===== config.mk =====
export PLATFORM = sky130hd
export DESIGN_NAME = core_sequencer
export DESIGN_NICKNAME = d
export VERILOG_FILES = /design/src/rtl/core_seq_pkg.sv /design/src/rtl/seq_timer.sv /design/src/rtl/core_sequencer.sv
export SDC_FILE = /design/constraint.sdc
export NUM_CORES = 1
export LEC_CHECK = 0
export CORE_MARGIN = 3
export CORE_UTILIZATION = 53
export CTS_CLUSTER_DIAMETER = 150
export DETAILED_ROUTE_END_ITERATION = 8
export PLACE_DENSITY = 0.91
export SLEW_MARGIN = 20
export SYNTH_ARGS = -nofsm -noshare
export SYNTH_HDL_FRONTEND = slang
export SYNTH_SLANG_ARGS = --single-unit

===== constraint.sdc =====
create_clock -name clk -period 2.7 [get_ports clk]
set_input_delay 0.54 -clock clk [delete_from_list [all_inputs] [get_ports clk]]
set_output_delay 0.54 -clock clk [all_outputs]
set_load 0.05 [all_outputs]

===== src/rtl/core_seq_pkg.sv =====
// Shared types and defaults for the core run sequencer.
// No logic; CORE_SEQ_TIMEOUT_EN selects whether the RUN watchdog is built.
// Backpressure: n/a.
package core_seq_pkg;

    typedef enum logic [2:0] {
        ST_IDLE,
        ST_LOAD,
        ST_START,
        ST_RUN,
        ST_DUMP,
        ST_FINISH
    } seq_state_t;

    typedef logic [7:0] byte_t;

    localparam logic [7:0]  DEF_LOAD_BASE = 8'd0;
    localparam int          DEF_LOAD_LEN  = 8;
    localparam logic [7:0]  DEF_DUMP_BASE = 8'd8;
    localparam int          DEF_DUMP_LEN  = 8;
    localparam logic [15:0] DEF_TIMEOUT   = 16'd4000;

`ifdef CORE_SEQ_TIMEOUT_EN
    localparam bit TIMEOUT_EN = 1'b1;
`else
    localparam bit TIMEOUT_EN = 1'b0;
`endif

endpackage


===== src/rtl/seq_timer.sv =====
// Saturating RUN-cycle counter with watchdog compare.
// Count updates one edge after enable; expire is combinational on the current count.
// Backpressure: none.
module seq_timer
    import core_seq_pkg::*;
#(
    parameter int            CW    = 16,
    parameter logic [CW-1:0] LIMIT = CW'(DEF_TIMEOUT)
) (
    input  logic          clk,
    input  logic          reset,
    input  logic          clear,
    input  logic          enable,
    output logic [CW-1:0] count,
    output logic          expire
);

    localparam logic [CW-1:0] CNT_ONE = 1;

    always_ff @(posedge clk) begin
        if (!reset) begin
            count <= '0;
        end else if (clear) begin
            count <= '0;
        end else if (enable && (count != '1)) begin
            count <= count + CNT_ONE;
        end
    end

    // High in the RUN cycle whose closing edge brings the count to LIMIT.
    assign expire = TIMEOUT_EN && enable && (count == LIMIT - CNT_ONE);

endmodule


===== src/rtl/core_sequencer.sv =====
// Host run controller: load bytes into data memory, start the core, wait for done, dump results.
// Load write lands one cycle after accept; dump byte valid one cycle after entering DUMP, 1 byte/cycle.
// in_ready only in LOAD; out_data held while out_valid & !out_ready. RUN watchdog with CORE_SEQ_TIMEOUT_EN.
module core_sequencer
    import core_seq_pkg::*;
#(
    parameter int            AW        = 8,
    parameter logic [AW-1:0] LOAD_BASE = AW'(DEF_LOAD_BASE),
    parameter int            LOAD_LEN  = DEF_LOAD_LEN,
    parameter logic [AW-1:0] DUMP_BASE = AW'(DEF_DUMP_BASE),
    parameter int            DUMP_LEN  = DEF_DUMP_LEN,
    parameter int            CW        = 16,
    parameter logic [CW-1:0] TIMEOUT   = CW'(DEF_TIMEOUT)
) (
    input  logic          clk,
    input  logic          reset,
    input  logic          go,
    input  logic          in_valid,
    output logic          in_ready,
    input  logic [7:0]    in_data,
    output logic          mem_wr_en,
    output logic [AW-1:0] mem_addr,
    output logic [7:0]    mem_wr_data,
    input  logic [7:0]    mem_rd_data,
    output logic          core_reset,
    output logic          core_start,
    input  logic          core_done,
    output logic          out_valid,
    input  logic          out_ready,
    output logic [7:0]    out_data,
    output logic          busy,
    output logic          finished,
    output logic          timed_out,
    output logic [CW-1:0] cycle_count
);

    localparam logic [AW:0]   LLEN     = (AW+1)'(LOAD_LEN);
    localparam logic [AW:0]   DLEN     = (AW+1)'(DUMP_LEN);
    localparam logic [AW:0]   IDX_ONE  = 1;
    localparam logic [AW-1:0] ADDR_ONE = 1;

    seq_state_t  state;
    logic [AW:0] idx;
    logic        timer_clear;
    logic        timer_en;
    logic        timer_expire;

    assign timer_clear = (state == ST_IDLE) && go;
    assign timer_en    = (state == ST_RUN);

    seq_timer #(
        .CW    (CW),
        .LIMIT (TIMEOUT)
    ) u_timer (
        .clk    (clk),
        .reset  (reset),
        .clear  (timer_clear),
        .enable (timer_en),
        .count  (cycle_count),
        .expire (timer_expire)
    );

    always_ff @(posedge clk) begin
        if (!reset) begin
            state       <= ST_IDLE;
            idx         <= '0;
            in_ready    <= 1'b0;
            mem_wr_en   <= 1'b0;
            mem_addr    <= '0;
            mem_wr_data <= '0;
            core_reset  <= 1'b1;
            core_start  <= 1'b0;
            out_valid   <= 1'b0;
            out_data    <= '0;
            busy        <= 1'b0;
            finished    <= 1'b0;
            timed_out   <= 1'b0;
        end else begin
            mem_wr_en  <= 1'b0;
            core_start <= 1'b0;
            case (state)
                ST_IDLE: begin
                    if (go) begin
                        finished  <= 1'b0;
                        timed_out <= 1'b0;
                        idx       <= '0;
                        busy      <= 1'b1;
                        if (LLEN == '0) begin
                            state      <= ST_START;
                            core_reset <= 1'b0;
                            core_start <= 1'b1;
                        end else begin
                            state    <= ST_LOAD;
                            in_ready <= 1'b1;
                        end
                    end
                end
                ST_LOAD: begin
                    // in_ready is registered high for the whole of LOAD.
                    if (in_valid) begin
                        mem_wr_en   <= 1'b1;
                        mem_addr    <= LOAD_BASE + idx[AW-1:0];
                        mem_wr_data <= in_data;
                        idx         <= idx + IDX_ONE;
                        if (idx == LLEN - IDX_ONE) begin
                            state      <= ST_START;
                            in_ready   <= 1'b0;
                            core_reset <= 1'b0;
                            core_start <= 1'b1;
                        end
                    end
                end
                ST_START: begin
                    state <= ST_RUN;
                end
                ST_RUN: begin
                    if (core_done) begin
                        idx <= '0;
                        if (DLEN == '0) begin
                            state      <= ST_FINISH;
                            finished   <= 1'b1;
                            core_reset <= 1'b1;
                        end else begin
                            state    <= ST_DUMP;
                            mem_addr <= DUMP_BASE;
                        end
                    end else if (timer_expire) begin
                        state      <= ST_FINISH;
                        timed_out  <= 1'b1;
                        finished   <= 1'b1;
                        core_reset <= 1'b1;
                    end
                end
                ST_DUMP: begin
                    // mem_addr runs one ahead so read data is ready when the slot frees.
                    if ((idx != DLEN) && (!out_valid || out_ready)) begin
                        out_data  <= mem_rd_data;
                        out_valid <= 1'b1;
                        idx       <= idx + IDX_ONE;
                        mem_addr  <= DUMP_BASE + idx[AW-1:0] + ADDR_ONE;
                    end else if (out_valid && out_ready) begin
                        out_valid  <= 1'b0;
                        state      <= ST_FINISH;
                        finished   <= 1'b1;
                        core_reset <= 1'b1;
                    end
                end
                ST_FINISH: begin
                    state <= ST_IDLE;
                    busy  <= 1'b0;
                end
                default: begin
                    state <= ST_IDLE;
                end
            endcase
        end
    end

endmodule


[Word-level counts from Yosys, hierarchy flattened]
Index checks and enable logic that the tools add are counted.
Storage, ports and cells
  register bits: 59
Operators by class
  add/sub/neg operators: 4
  equal/unequal tests: 15
  muxes and demuxes: 30
  bitwise operators: 1
  reduce and logical (&&, ||, !) cells: 27
Operator list (count)
  9-bit two-way mux: 4
  9-bit case mux with 4 select lines: 1
  8-bit two-way mux: 3
  8-bit case mux with 3 select lines: 1
  3-bit two-way mux: 6
  16-bit by 1-bit adder with 16-bit output (second input constant): 1
  16-bit inequality test (second input constant): 1
  3-bit case mux with 5 select lines: 1
  2-bit inequality test (second input constant): 7
  4-bit AND reduction: 3
  1-bit two-way mux: 10
  2-bit AND reduction: 5
  5-bit AND reduction: 2
  2-bit nonzero test: 5
  9-bit by 1-bit adder with 9-bit output (second input constant): 1
  9-bit by 3-bit equality test with 1-bit output (second input constant): 1
  9-bit by 4-bit inequality test with 1-bit output (second input constant): 1
  4-bit by 8-bit adder with 8-bit output (first input constant): 1
  8-bit by 1-bit adder with 8-bit output (second input constant): 1
  1-bit case mux with 2 select lines: 4
  3-bit by 2-bit equality test with 1-bit output (second input constant): 2
  3-bit equality test (second input constant): 2
  6-bit AND reduction: 1
  1-bit logical AND: 4
  9 further kinds: 9

[Longest topological paths before layout]
  depth in word-level cells: 5
  depth in mapped cells: 8
  mapped depth without buffers: 7

[Cells and area by module]
From an unflattened synthesis, not the netlist that was laid out.
Unflattened totals
  cell total of the unflattened synthesis: 366
  area, all modules: 3104.2 um^2
By module, submodules not included
  core_sequencer: instances 1, cells an instance 273, area each 2228.4 um^2, seq. area each 880.8 um^2
  seq_timer: instances 1, cells an instance 93, area each 875.8 um^2, seq. area each 320.3 um^2

[Worst setup path after synthesis]
Ideal clock, no wire load.
  path type: reg2reg
  from: register u_timer.count[0]
  to: register u_timer.count[8]
  setup time: 72 ps
  data arrival time: 1997 ps
  required time: 2628 ps
  slack: 631 ps
  cell stages (with the launch flop): 6
  buffers on the path: 0
  cell sequence: dfxtp_1 > ha_1 > nand3_1 > or3_1 > or3_1 > a21oi_1
Between the ends
  longest elaborated chain between the ends: 2
  elaborated cells between the ends (all ways): 3
  those cells by class: add/sub: 1; eq/ne: 1; reduce/logical: 1
RTL lines
  start: declaration: RTL line seq_timer.sv:14  | output logic [CW-1:0] count,
  start signal: assignment: RTL line seq_timer.sv:26  | count <= count + CNT_ONE;
  parallel branches: the longest is 2 deep, another holds 16-bit by 1-bit adder with 16-bit output
Parallel ways; which one is timed is not known.
A chain may end at the register's enable or synchronous reset.

[Worst setup path in the final report]
  from: register u_timer.count[8]
  to: output cycle_count[8]
RTL lines
  end: declaration: RTL line core_sequencer.sv:34  | output logic [CW-1:0] cycle_count
No word-level cell between the ends.

==> flow_metrics.env <==
export IMPL_place_hpwl_um=4961
export IMPL_finalHoldViolCount=0
export IMPL_routed_wl_um=6962
export IMPL_die_width_um=80.10
export IMPL_yosysTopAreaCell="dfxtp_1"
export IMPL_outcome="finished clean"
export IMPL_htree_levels=3
export IMPL_synthTopCellsByCount="dfxtp_1, nand2_1, nor2_1"
export IMPL_rrSetupSlack_ps=560
export IMPL_crit_arrival_ps=1630
export IMPL_post_drt_wl_per_cell_um=14.66
export IMPL_cts_resized=0
export IMPL_track_usage_pct=22.67
export IMPL_grt_pass1_wl_um=11520
export IMPL_fin_nets=426
export IMPL_crit_path_end_kind="primary output"
export IMPL_synth_xor_area_share_pct=3.611
export IMPL_cp_num_buf_inv=1
export IMPL_vias=2695
export IMPL_timing_rr_end="mem_addr[4]$_SDFFE_PN0P_"
export IMPL_n_antenna_cell=0
export IMPL_start_kind="register"
export IMPL_top_layer="met4"
export IMPL_wl_met1_um=2762
export IMPL_grt_max_degree=20
export IMPL_slew_headroom_pct=57.86
export IMPL_io_pins=70
export IMPL_cts_tree="built"
export IMPL_fin_crit_ps=2171
export IMPL_cts_hold_buf=0
export IMPL_antenna_found_initial=0
export IMPL_synth_compound_area_share_pct=18.27
export IMPL_required_ps=2160
export IMPL_synth_area_um2=2910
export IMPL_port_buffers=68
export IMPL_cts_clk_slew_worst_paths_ps=60
export IMPL_die_y_um=80.10
export IMPL_synth_nets=362
export IMPL_syn_to_final_growth_pct=29.32
export IMPL_ir_drop_mv=0.3370
export IMPL_synth_top_family_by_area="simple AND/OR/NAND/NOR gates"
export IMPL_dr_wl_met2_um=3639
export IMPL_hp_start="mem_wr_data[1]$_SDFFE_PN0P_"
export IMPL_setup_tns_ps=0
export IMPL_critPathMaxStageDelay_ps=850
export IMPL_clkSinkCount=59
export IMPL_period_share_pct=80.42
export IMPL_avgSynthCellArea_um2=8.636
export IMPL_powerDensity_nw_per_um2=487.6
export IMPL_p_switching_mw=0.4975
export IMPL_grt_pass1_vias=2562
export IMPL_cap_violations=0
export IMPL_synth_edff_count=0
export IMPL_synth_simple_area_share_pct=27.64
export IMPL_seq_area_frac_synth_pct=40.58
export IMPL_syn_inst=337
export IMPL_synthMuxAreaShare_pct=3.826
export IMPL_cts_setup_buffers=0
export IMPL_sw_frac_of_total_pct=27.11
export IMPL_finalClockSkew_ps=5.564
export IMPL_cts_buffer_depth=2
export IMPL_hold_path_end="mem_wr_data[1]$_SDFFE_PN0P_"
export IMPL_dieArea_um2=6416
export IMPL_drc=0
export IMPL_numCtsBuffers=9
export IMPL_met3_length_um=448
export IMPL_hp_class="reg2reg"
export IMPL_cp_top_family="buffers and inverters"
export IMPL_yosys_top_cells_area="dfxtp_1, nand2_1, nor2_1"
export IMPL_drt_iter0_markers=181
export IMPL_intPower_mw=1.338
export IMPL_setup_viol=0
export IMPL_yosysWarnings=0
export IMPL_p_leak_nw=1.321
export IMPL_synth_async_reset_ratio_pct=0
export IMPL_cp_slowest_cell="clkdlybuf4s50_1"
export IMPL_fmax_ghz=0.4605
export IMPL_worst_path_max_fanout=8
export IMPL_p_clk_share_pct=36.6
export IMPL_synth_flop_cell="dfxtp_1"
export IMPL_start_util_pct=55.91
export IMPL_clock_latency_ps=330
export IMPL_crit_chain="clkdlybuf4s50_1"
export IMPL_seqPwrFrac_pct=49.7
export IMPL_finalPower_mw=1.835
export IMPL_vias_per_cell=5.674
export IMPL_root_buffer="clkbuf_8"
export IMPL_synth_most_common_cell="dfxtp_1"
export IMPL_drtPass1Iterations=4
export IMPL_synth_cell_type_count=57
export IMPL_slew_violations=0
export IMPL_worstSetupPathType="reg2out"
export IMPL_postRouteAntennaNets=0
export IMPL_core_area_um2=5205
export IMPL_rr_worst_depth=7
export IMPL_comb_power_share_pct=13.7
export IMPL_hold_depth=2
export IMPL_num_rows=26
export IMPL_grt_ovfl_total=0
export IMPL_synthDominantCellAreaShare_pct=40.58
export IMPL_ys_seq_elements=59
export IMPL_synth_fa_ha_area_share_pct=1.290
export IMPL_reg2reg_from="idx[0]$_SDFFE_PN0P_"
export IMPL_drive_gt1_share_pct=8.889
export IMPL_place_gp_congestion=0.8925
export IMPL_max_slew_worst_pin_slew_ps=628.4
export IMPL_rsz0062_at_grt="false"
[cells in the final DEF, fill, tap and decap left out, types with 6 or more instances in the layout]
| master | count |
|---|---|
| clkdlybuf4s50_1 | 68 |
| dfxtp_1 | 59 |
| nand2_1 | 42 |
| nor2_1 | 31 |
| o21ai_0 | 19 |
| nand3_1 | 16 |
| a21oi_1 | 15 |
| xnor2_1 | 12 |
| nor3_1 | 11 |
| nor2b_1 | 10 |
| mux2i_1 | 10 |
| clkbuf_8 | 10 |
| a21boi_0 | 9 |
| inv_1 | 6 |
| o22ai_1 | 6 |
[cell families (layout without fill, tap and decap cells)]
family / after synthesis / count (layout)
AO/OA/AOI/OAI: 75 / 75
AND/OR/NAND/NOR: 150 / 150
buffers and inverters: 26 / 94
adder cells (fa/ha/maj): 3 / 3
flip-flops: 59 / 59
XOR/XNOR: 12 / 12
multiplexers: 11 / 11
other: 1 / 1
[power by group through the flow]
stage                     clock (mW)  combinational, mW  sequential, mW
after CTS                      0.679              0.252           0.911
after detailed placement           0              0.249           0.931
final                          0.672              0.252           0.912
after global routing           0.716              0.270           0.914
after global placement             0              0.244           0.929
after floorplan                    0              0.103           0.987
[final cells by class]
| cell class | instances | area (um2) |
|---|---|---|
| multi-input combinational | 252 | 1594 |
| fill | 414 | 1441 |
| clock inverter | 3 | 15.01 |
| sequential | 59 | 1181 |
| tap | 70 | 87.58 |
| clock buffer | 12 | 145.1 |
| inverter | 6 | 22.52 |
| timing repair buffer | 73 | 718.2 |
[metrics by stage]
stage	instance area, um2	utilization, %	std cells	hold WS, ps	setup WS [ps]
2_1_floorplan	2910	-	337	499.5	631.0
3_3_place_gp	3603	69.23	460	448.7	525.0
6_report	3764	72.31	475	460.1	528.7
3_5_place_dp	3603	69.23	460	454.4	418.3
5_1_grt	3764	72.31	475	480.7	438.0
4_1_cts	3764	72.31	475	462.9	527.5
[flip-flops by register name (all words and copies together), names as in the netlist, 3 cells and up]
name / count
out_data: 8
mem_wr_data: 8
u_timer.count: 16
state: 3
mem_addr: 8
idx: 9
[how the worst max path moves through the flow]
stage,startpoint,end,slack (ps),cells after the start
floorplan,u_timer.count[0]$_SDFFE_PP0P_,u_timer.count[8]$_SDFFE_PP0P_,630,5
global placement,out_ready,mem_addr[4]$_SDFFE_PN0P_,520,6
detailed placement,out_ready,mem_addr[4]$_SDFFE_PN0P_,420,6
CTS,u_timer.count[4]$_SDFFE_PP0P_,cycle_count[4],530,1
global route,idx[0]$_SDFFE_PN0P_,mem_addr[4]$_SDFFE_PN0P_,440,7
finish,u_timer.count[8]$_SDFFE_PP0P_,cycle_count[8],530,1
[routing by layer]
| metal | vias to the layer above | global-route usage (%) |
|---|---|---|
| li1 | 1319 | - |
| met1 | 1271 | 26.03 |
| met2 | 93 | 40.48 |
| met3 | 12 | 4.933 |
| met4 | 0 | 9.122 |
| met5 | - | 0 |
Power figures use the tool's default switching activity.
